File: config.mk
export PLATFORM = sky130hd
export DESIGN_NAME = move_seq_streamer
export DESIGN_NICKNAME = d
export VERILOG_FILES = /design/src/rtl/move_seq_streamer.sv
export SDC_FILE = /design/constraint.sdc
export NUM_CORES = 1
export LEC_CHECK = 0
export ABC_AREA = 1
export CORE_MARGIN = 5
export CORE_UTILIZATION = 48
export DETAILED_ROUTE_END_ITERATION = 8
export HOLD_SLACK_MARGIN = 0.02
export PLACE_DENSITY = 0.9
export REMOVE_ABC_BUFFERS = 1
export SYNTH_ARGS = -nofsm -noshare
export SYNTH_HDL_FRONTEND = slang
export SYNTH_SLANG_ARGS = --single-unit
File: constraint.sdc
create_clock -name clk -period 2.2 [get_ports clk]
set_input_delay 0.22 -clock clk [delete_from_list [all_inputs] [get_ports clk]]
set_output_delay 0.22 -clock clk [all_outputs]
set_load 0.02 [all_outputs]
File: src/rtl/move_seq_streamer.sv
// move_seq_streamer: LFSR-fed move block capture streamed one move per handshake; define MOVE_SEQ_PREFETCH_EN for gapless refill
module move_seq_streamer #(
  parameter logic [15:0] SEED = 16'hACE1,
  parameter int CNT_W = 16
) (
  input  logic             clk,
  input  logic             rst,
  input  logic             seed_load,
  input  logic [15:0]      seed,
  input  logic [7:0]       gen_seq,
  output logic [12:0]      gen_random,
  output logic [1:0]       gen_restricted,
  output logic             move_valid,
  input  logic             move_ready,
  output logic [1:0]       move,
  output logic [CNT_W-1:0] blk_cnt
);
  logic [7:0] sbuf;
  logic [2:0] cnt;
  logic [15:0] lfsr, lfsr_nx, seed_fix, init_fix;
  logic [1:0] restr;
  logic xfer, cap;
  assign init_fix = (SEED == 16'h0000) ? 16'hACE1 : SEED;
  assign seed_fix = (seed == 16'h0000) ? 16'hACE1 : seed;
  assign lfsr_nx = {lfsr[14:0], lfsr[15] ^ lfsr[13] ^ lfsr[12] ^ lfsr[10]};
  assign move_valid = cnt != 3'd0;
  assign move = sbuf[1:0];
  assign gen_random = lfsr[12:0];
  assign gen_restricted = restr;
  assign xfer = move_valid & move_ready;
`ifdef MOVE_SEQ_PREFETCH_EN
  assign cap = (cnt == 3'd0) | ((cnt == 3'd1) & move_ready);
`else
  assign cap = cnt == 3'd0;
`endif
  always_ff @(posedge clk) begin
    if (rst) begin
      lfsr <= init_fix;
      cnt <= 3'd0;
      sbuf <= 8'd0;
      restr <= 2'd0;
      blk_cnt <= '0;
    end else if (seed_load) begin
      lfsr <= seed_fix;
      cnt <= 3'd0;
      restr <= 2'd0;
    end else if (cap) begin
      sbuf <= gen_seq;
      cnt <= 3'd4;
      restr <= gen_seq[7:6];
      lfsr <= lfsr_nx;
      blk_cnt <= blk_cnt + CNT_W'(1);
    end else if (xfer) begin
      sbuf <= {2'b00, sbuf[7:2]};
      cnt <= cnt - 3'd1;
    end
  end
endmodule

==> results_dict.tcl <==
set metrics [dict create \
    outcome "finished clean" \
    synth_cell_types 27 \
    combinationalPowerShare_pct 16.1 \
    die_x_microns 78.6 \
    grt_usage_pct 19.1 \
    area_delta_synth_final_pct 31.1 \
    cts_made_buffers 5 \
    skew_ns 0.00978 \
    clk_latency_ns 0.30 \
    hold_path_class "flip-flop to flip-flop" \
    pwr_density_cell_mw_per_mm2 652 \
    final_antenna_net_count 0 \
    grt_start_max_net_pins 25 \
    ys_seq_area_share_pct 39.9 \
    final_cells 430 \
    p_total_mw 1.93 \
    rsz0062_at_grt "no" \
    setup_tns_ns 0 \
    cp_max_fo 13 \
    antennaDiodeCount 0 \
    p_clk_share_pct 38.0 \
    switching_power_mw 0.480 \
    tightest_slew_ns 0.517 \
    place_congestion 0.801 \
    vias_per_cell 5.28 \
    clk_pin_slew_ns 0.08 \
    cp.required_ns 2.40 \
    max_slew_margin_pct 65.5 \
    io_pins 62 \
    max_cap_violations 0 \
    hold_violations 0 \
    synth_edf_count 0 \
    wl_microns 5750 \
    path_cells "inv_1 > ha_1 > nand2_2 > nor2_4 > nand4_2 > nor2_2 > nand3_1 > nand2_1 > nor2_1" \
    syn_area_sq_mm 0.00226 \
    timing.final.ws_setup_ns 0.371 \
    antenna_found_initial 0 \
    synth_warnings 0 \
    drt_iter0_drc 201 \
    drc 0 \
    cts_sinks 45 \
    endpoint_kind "flip-flop" \
    drt-wirelength-per-cell_microns 13.4 \
    ir_drop_mv 0.391 \
    dieArea_sq_mm 0.00618 \
    dp_slack_ns 0.374 \
    synth_seq_cells 45 \
    core_sq_mm 0.00466 \
    yosysTopAreaCell "dfxtp_1" \
    nets 406 \
    tritoncts "done" \
    seqPwrFrac_pct 45.9 \
    max_freq_mhz 547 \
    grt_pass1_vias 2110 \
    cp-start-kind "flip-flop" \
    yosysMostFrequentCell "nand2_1" \
    clk_path_buf_depth 2 \
    num_vias 2272 \
    synth_ff_type "dfxtp_1" \
    synthArstFlopShare_pct 0 \
    htree_levels 2 \
    initial_core_util_pct 48.5 \
    cp.arrival_ns 2.03 \
    power.internal_mw 1.45 \
    slew_violations 0 \
    period_share_pct 83.1 \
    dpl.hpwl_microns 4200 \
    root_buffer "clkbuf_8" \
    critPathSlowestCell "dfxtp_1" \
    first_pass_iters 5 \
    synth_common_cells "85 x nand2_1, 45 x dfxtp_1, 33 x nor2_1, 32 x inv_1, 28 x a21oi_1" \
    synth_area_leaders "dfxtp_1 40%, nand2_1 14%, a21oi_1 6.2%, nor2_1 5.5%, o21ai_0 5.3%" \
    p_leak_nw 1.21 \
    grt_pass1_wl_microns 9430 \
    avgSynthCellArea_sq_um 6.93 \
    swShare_pct 24.9 \
    fin_crit_ns 1.83 \
    rows 25 \
    slowest_delay_ns 0.32 \
    port_buffers 61 \
    die_height_microns 78.6 \
    yosysTopAreaCellShare_pct 39.9 \
    syn_inst 326 \
    overflow 0 \
    place_inst 422 \
    layout-drive-gt1-share_pct 6.91 \
    setup_viol 0 \
    worstSetupPathType "flip-flop to flip-flop" \
]
[sequential cells by signal (all words and copies together), names as in the netlist]
signal / cells
blk_cnt: 16
lfsr: 16
sbuf: 8
cnt: 3
gen_restricted: 2
[layout make-up]
| type | count | area (sq um) |
|---|---|---|
| fillers | 402 | 1700 |
| multi-input cells | 221 | 1070 |
| flip-flops and latches | 45 | 901 |
| repair buffers | 67 | 658 |
| inverters | 35 | 131 |
| clock buffers | 5 | 68.8 |
| well taps | 54 | 67.6 |
| clock inverters | 3 | 65.1 |
[cell families after synthesis]
| family | Yosys count | share of synthesized area [%] |
|---|---|---|
| adder cells (fa/ha/maj) | 3 | 1.66 |
| flip-flops | 45 | 39.9 |
| buffers and inverters | 60 | 12.7 |
| AO/OA/AOI/OAI | 74 | 18.2 |
| AND/OR/NAND/NOR | 143 | 27.1 |
| XOR/XNOR | 1 | 0.388 |
[power groups by stage]
| stage | sequential [mW] | combinational (mW) | clock [mW] |
|---|---|---|---|
| floorplan | 0.933 | 0.117 | 0 |
| global placement | 0.905 | 0.302 | 0 |
| detailed placement | 0.906 | 0.309 | 0 |
| CTS | 0.887 | 0.312 | 0.742 |
| global route | 0.893 | 0.340 | 0.780 |
| finish | 0.888 | 0.311 | 0.734 |
[per-stage QoR]
step	cell area [sq um]	util, %	hold WS, ns
final	2960	63.6	0.476
after CTS	2960	63.5	0.479
after floorplan	2100	-	0.289
after global routing	2960	63.6	0.496
after detailed placement	2830	60.6	0.468
after global placement	2830	60.6	0.457
[worst max-delay path: cells and delay by family, from the launching register on]
family        cells  cell delay (ns)
flops             1             0.32
simple gates      7             1.11
buf+inv           1             0.08
fa+ha+maj         1             0.23
[what timing repair did]
item,in CTS,in global routing
endpoints found under the setup margin,0,1
resized for setup,0,1
endpoints found under the hold margin,0,0
hold buffers,0,0
setup buffers,0,0
[path summary, 6_finish.rpt]
check          start           to  slack, ns  cells past startpoint
max           cnt[0]  blk_cnt[13]       0.37                      9
min          sbuf[7]      sbuf[7]       0.48                      2
max reg2reg   cnt[0]  blk_cnt[13]       0.37                      9
min reg2reg  sbuf[7]      sbuf[7]       0.48                      2
[layer usage]
metal | vias to the layer above | GRT usage (%) | wire length (microns)
met4 | 0 | 8.92 | 131
met1 | 1003 | 22.0 | 2350
met5 | - | 0 | 0
met2 | 106 | 33.2 | 2840
li1 | 1148 | - | -
met3 | 15 | 4.24 | 430
[placed cells by master (no fill, tap or decap), drive strengths merged, types with 5 or more instances in the layout]
cell type,n
dfxtp,45
nor2,37
nand3,11
o21ai,24
inv,35
a31oi,12
nand4,5
buf,6
clkbuf,5
clkdlybuf4s50,60
a21oi,29
nand2,86
Power figures use the tool's default switching activity.
